`src/rtl/time_chain_counter.sv`:
```
// time_chain_counter: hours/minutes/seconds chain with parallel load,
// per-field set-mode adjust and registered rollover carry pulses.
module time_chain_counter #(
  parameter int W        = 6,
  parameter int SEC_MOD  = 60,
  parameter int MIN_MOD  = 60,
  parameter int HOUR_MOD = 24
) (
  input  logic         clk,
  input  logic         rst_n,
  input  logic         tick_en,
  input  logic [1:0]   mode,
  input  logic         adj_up,
  input  logic         adj_dn,
  input  logic         load,
  input  logic [W-1:0] load_sec,
  input  logic [W-1:0] load_min,
  input  logic [W-1:0] load_hour,
  output logic [W-1:0] sec,
  output logic [W-1:0] min,
  output logic [W-1:0] hour,
  output logic         min_carry,
  output logic         day_carry
);

  typedef enum logic [1:0] {
    MODE_RUN  = 2'b00,
    MODE_SEC  = 2'b01,
    MODE_MIN  = 2'b10,
    MODE_HOUR = 2'b11
  } mode_e;

  // Terminal values are compared before incrementing, so a modulus of 2^W
  // never needs a W+1 bit intermediate.
  localparam logic [W-1:0] SEC_MAX  = W'(SEC_MOD - 1);
  localparam logic [W-1:0] MIN_MAX  = W'(MIN_MOD - 1);
  localparam logic [W-1:0] HOUR_MAX = W'(HOUR_MOD - 1);

  // Load range limits need one extra bit so a modulus of 2^W is representable.
  localparam logic [W:0] SEC_LIM  = (W+1)'(SEC_MOD);
  localparam logic [W:0] MIN_LIM  = (W+1)'(MIN_MOD);
  localparam logic [W:0] HOUR_LIM = (W+1)'(HOUR_MOD);

  localparam logic [W-1:0] ONE = W'(1);

  logic [W-1:0] sec_q, sec_d;
  logic [W-1:0] min_q, min_d;
  logic [W-1:0] hour_q, hour_d;
  logic         min_carry_q, min_carry_d;
  logic         day_carry_q, day_carry_d;
  mode_e        mode_s;

  assign mode_s = mode_e'(mode);

  function automatic logic [W-1:0] inc_mod(input logic [W-1:0] v,
                                           input logic [W-1:0] vmax);
    return (v == vmax) ? '0 : v + ONE;
  endfunction

  function automatic logic [W-1:0] dec_mod(input logic [W-1:0] v,
                                           input logic [W-1:0] vmax);
    return (v == '0) ? vmax : v - ONE;
  endfunction

  function automatic logic [W-1:0] clip_load(input logic [W-1:0] v,
                                             input logic [W:0]   lim);
    return ({1'b0, v} < lim) ? v : '0;
  endfunction

  // Next-state: load beats set-mode adjust, which beats the run tick.
  always_comb begin
    sec_d       = sec_q;
    min_d       = min_q;
    hour_d      = hour_q;
    min_carry_d = 1'b0;
    day_carry_d = 1'b0;
    if (load) begin
      sec_d  = clip_load(load_sec, SEC_LIM);
      min_d  = clip_load(load_min, MIN_LIM);
      hour_d = clip_load(load_hour, HOUR_LIM);
    end else if (mode_s != MODE_RUN) begin
      // Adjust wraps stay inside the selected field; no carries, no borrows.
      if (adj_up && !adj_dn) begin
        case (mode_s)
          MODE_SEC:  sec_d  = inc_mod(sec_q, SEC_MAX);
          MODE_MIN:  min_d  = inc_mod(min_q, MIN_MAX);
          MODE_HOUR: hour_d = inc_mod(hour_q, HOUR_MAX);
          default:   ;
        endcase
      end else if (adj_dn && !adj_up) begin
        case (mode_s)
          MODE_SEC:  sec_d  = dec_mod(sec_q, SEC_MAX);
          MODE_MIN:  min_d  = dec_mod(min_q, MIN_MAX);
          MODE_HOUR: hour_d = dec_mod(hour_q, HOUR_MAX);
          default:   ;
        endcase
      end
    end else if (tick_en) begin
      sec_d = inc_mod(sec_q, SEC_MAX);
      if (sec_q == SEC_MAX) begin
        min_carry_d = 1'b1;
        min_d       = inc_mod(min_q, MIN_MAX);
        if (min_q == MIN_MAX) begin
          hour_d = inc_mod(hour_q, HOUR_MAX);
          if (hour_q == HOUR_MAX) begin
            day_carry_d = 1'b1;
          end
        end
      end
    end
  end

  // State and carry registers with asynchronous clear.
  always_ff @(posedge clk or negedge rst_n) begin
    if (!rst_n) begin
      sec_q       <= '0;
      min_q       <= '0;
      hour_q      <= '0;
      min_carry_q <= 1'b0;
      day_carry_q <= 1'b0;
    end else begin
      sec_q       <= sec_d;
      min_q       <= min_d;
      hour_q      <= hour_d;
      min_carry_q <= min_carry_d;
      day_carry_q <= day_carry_d;
    end
  end

  assign sec       = sec_q;
  assign min       = min_q;
  assign hour      = hour_q;
  assign min_carry = min_carry_q;
  assign day_carry = day_carry_q;

endmodule

```
`config.mk`:
```
export PLATFORM = sky130hd
export DESIGN_NAME = time_chain_counter
export DESIGN_NICKNAME = d
export VERILOG_FILES = /design/src/rtl/time_chain_counter.sv
export SDC_FILE = /design/constraint.sdc
export NUM_CORES = 1
export LEC_CHECK = 0
export BUFFER_PORTS_ARGS = -buffer_cell sky130_fd_sc_hd__buf_2
export CAP_MARGIN = 20
export CORE_ASPECT_RATIO = 1.4
export CORE_MARGIN = 2
export CORE_UTILIZATION = 39
export DETAILED_ROUTE_END_ITERATION = 10
export PLACE_DENSITY_LB_ADDON = 0.2
export SYNTH_ARGS = -nofsm -noshare
export SYNTH_HDL_FRONTEND = slang
export SYNTH_SLANG_ARGS = --single-unit
```
`constraint.sdc`:
```
create_clock -name clk -period 2.54 [get_ports clk]
set_input_delay 0.381 -clock clk [delete_from_list [all_inputs] [get_ports clk]]
set_output_delay 0.381 -clock clk [all_outputs]
set_load 0.02 [all_outputs]
```
==> impl_metrics.env <==
export IMPL_overflow=0
export IMPL_hold_violations=0
export IMPL_avgSynthCellArea_um2=7.806
export IMPL_crit_type="reg -> reg"
export IMPL_area_growth_pct=15.11
export IMPL_ys_ff_latch=20
export IMPL_place_area_um2=2121
export IMPL_dr_pass1_iters=4
export IMPL_die_h_um=86.52
export IMPL_synthDistinctLibCells=54
export IMPL_power_per_cell_area_nw_per_um2=606.2
export IMPL_drv_slew=0
export IMPL_finalWeightedCongestion=0.7890
export IMPL_pwr_share_seq=0.376
export IMPL_p_sw_frac=0.4318
export IMPL_start_kind="flop"
export IMPL_die_w_um=62.94
export IMPL_required_ps=2690
export IMPL_netSwitchingPower_mw=0.5715
export IMPL_drt_iter0_drc=103
export IMPL_dp_hpwl_um=3688
export IMPL_power_frac_comb=0.429
export IMPL_p_leak_nw=0.9575
export IMPL_synth_fp_nets=279
export IMPL_worstPathMaxFanout=12
export IMPL_maxSlewHeadroom=0.6271
export IMPL_finalInstanceArea_um2=2183
export IMPL_syn_inst=243
export IMPL_tritoncts="yes"
export IMPL_end_kind="flop"
export IMPL_p_total_mw=1.324
export IMPL_clk_latency_ps=270
export IMPL_start_util=0.3979
export IMPL_cts_max_level=1
export IMPL_ant_nets=0
export IMPL_p_clk_frac=0.195
export IMPL_wl_per_cell_um=14.76
export IMPL_place_inst=339
export IMPL_fin_crit_sh=0.8406
export IMPL_fmax_mhz=468.4
export IMPL_path_clk_slew_ps=80
export IMPL_cts_hold_buf=0
export IMPL_die_area_um2=5445
export IMPL_port_buffers=45
export IMPL_grt_max_degree=24
export IMPL_clock_path_buffers=2
export IMPL_wl_um=5079
export IMPL_insertedDiodeCount=0
export IMPL_arrival_ps=2290
export IMPL_synthFlopType="dfrtp_1"
export IMPL_antenna_found_initial=0
export IMPL_maxCapViolCount=0
export IMPL_rows=30
export IMPL_synth_edf_count=0
export IMPL_grt_pass1_wl_um=8355
export IMPL_design_core_area_um2=4767
export IMPL_grt_usage=0.1885
export IMPL_pin_count=46
export IMPL_netlist_area_um2=1897
export IMPL_cts_buffers=3
export IMPL_finalSetupViolations=0
export IMPL_via_per_inst=5.686
export IMPL_vias=1956
export IMPL_postCtsSetupBuffers=0
export IMPL_drc=0
export IMPL_worstHoldPathType="in -> async"
export IMPL_yosysSeqAreaShare=0.2639
export IMPL_period_needed_ps=2135
export IMPL_grt_pass1_vias=1713
export IMPL_nets=317
export IMPL_cts_resized=0
export IMPL_tns_ps=0
export IMPL_final_cell_count_no_fill=344
export IMPL_rsz0062_at_grt="no"
export IMPL_ys_warn_count=0
export IMPL_p_int_mw=0.7520
export IMPL_vdd_drop_max_mv=0.2891
export IMPL_status="finished, final reports clean"
export IMPL_async_reset_ff_frac=1.000
export IMPL_final_setup_skew_ps=3.913
export IMPL_clkSinkCount=20
export IMPL_drive_gt1_frac=0.2286
export IMPL_worst_pin_slew_ps=552.1
export IMPL_cts_root_buffer="clkbuf_8"
[synth_stat cells, drive strengths merged (2+ instances only)]
| cell type | instances | share of area |
|---|---|---|
| a21oi | 15 | 0.040 |
| a22oi | 3 | 0.012 |
| a311oi | 2 | 0.0092 |
| a31oi | 14 | 0.046 |
| a32oi | 2 | 0.0092 |
| a41oi | 3 | 0.014 |
| and3 | 3 | 0.011 |
| buf | 5 | 0.026 |
| clkbuf | 13 | 0.036 |
| dfrtp | 20 | 0.26 |
| ha | 10 | 0.066 |
| inv | 11 | 0.022 |
| nand2 | 25 | 0.049 |
| nand2b | 3 | 0.0099 |
| nand3 | 8 | 0.021 |
| nand4 | 2 | 0.0066 |
| nand4b | 2 | 0.0092 |
| nor2 | 24 | 0.047 |
| nor2b | 3 | 0.0099 |
| nor3 | 10 | 0.026 |
| o211ai | 3 | 0.012 |
| o21a | 6 | 0.024 |
| o21ai | 18 | 0.051 |
| o21bai | 3 | 0.012 |
| o221ai | 2 | 0.0092 |
| o22a | 2 | 0.0099 |
| o22ai | 2 | 0.0066 |
| o311ai | 2 | 0.0092 |
| or3 | 2 | 0.0092 |
| xnor2 | 5 | 0.023 |
| xor2 | 3 | 0.014 |
[per-layer routing]
layer	track usage	part of all wire
met5	0	0
met4	0.07475	0.012
met3	0.01688	0.031
met2	0.3133	0.50
met1	0.2522	0.46
[worst paths after layout]
kind                               from       to  slack, ps  cells past startpoint
max in group asynchronous         rst_n  hour[1]       2130                      1
hold reg to reg                  min[5]   min[5]        630                      2
hold / removal                    rst_n   sec[1]         60                      1
min in group clk           load_hour[1]  hour[1]        340                      2
setup reg to reg                 min[0]  hour[1]        400                      6
setup / recovery                 min[0]  hour[1]        400                      6
[worst max-delay path, stage by stage, from the launching register on]
cell and delay [ps]:
dfrtp_1 490, ha_1 270, nand2_1 90, or3_1 360, o21ai_2 460, nor2_1 80, a221o_1 270
[cell type report]
type / instances / area (um^2)
Sequential cell: 20 / 500.5
Fill cell: 527 / 2584
Timing Repair Buffer: 51 / 270.3
Inverter: 11 / 41.29
Clock buffer: 4 / 55.05
Tap cell: 64 / 80.08
Multi-Input combinational cell: 194 / 1236
[power groups by stage]
stage | clock network (mW) | logic [mW] | registers, mW
floorplan | 0 | 0.411 | 0.502
global placement | 0 | 0.560 | 0.502
detailed placement | 0 | 0.566 | 0.502
CTS | 0.261 | 0.569 | 0.495
global route | 0.274 | 0.636 | 0.514
finish | 0.258 | 0.568 | 0.498
[registers in the layout, indices dropped and copies added, names as in the netlist]
register / count
sec: 6
hour: 6
day_carry: 1
min: 6
min_carry: 1
[cells by family after synthesis]
| group | count (synthesis) | synth area share |
|---|---|---|
| XOR/XNOR | 8 | 0.03694 |
| multiplexers | 2 | 0.01319 |
| buffers and inverters | 29 | 0.08443 |
| AND/OR/NAND/NOR | 87 | 0.2217 |
| flip-flops | 20 | 0.2639 |
| AO/OA/AOI/OAI | 87 | 0.3140 |
| adder cells (fa/ha/maj) | 10 | 0.06596 |
[metrics by stage]
step	setup WS (ps)	util	hold slack (ps)
finish	404.9	0.4580	62.31
global route	237.0	0.4580	101.9
CTS	403.2	0.4564	86.64
detailed placement	233.9	0.4449	375.0
global placement	296.7	0.4449	377.5
floorplan	511.4	-	85.41
[cell usage in the layout, fill, tap and decap left out, types with 2 or more instances in the layout]
cell / Yosys / layout
nand2b_1: 3 / 3
dfrtp_1: 20 / 20
o221ai_1: 2 / 2
nand2_1: 25 / 25
nor2_1: 24 / 24
a311oi_1: 2 / 2
xnor2_1: 5 / 5
o21bai_1: 3 / 3
o22ai_1: 2 / 2
ha_1: 10 / 10
buf_2: 1 / 45
a32oi_1: 2 / 2
o211ai_1: 3 / 3
a22oi_1: 3 / 3
buf_4: 0 / 5
nand3_1: 8 / 8
xor2_1: 3 / 3
a21oi_1: 15 / 15
inv_1: 11 / 11
o21ai_2: 2 / 2
nand4b_1: 2 / 2
clkbuf_8: 2 / 4
o21a_1: 6 / 6
nor3_1: 10 / 10
a31oi_1: 14 / 14
nand4_1: 2 / 2
o21ai_0: 16 / 16
and3_1: 2 / 2
a41oi_1: 3 / 3
o311ai_0: 2 / 2
nor2b_1: 3 / 3
Note: power is estimated with default switching activity, not from simulation.
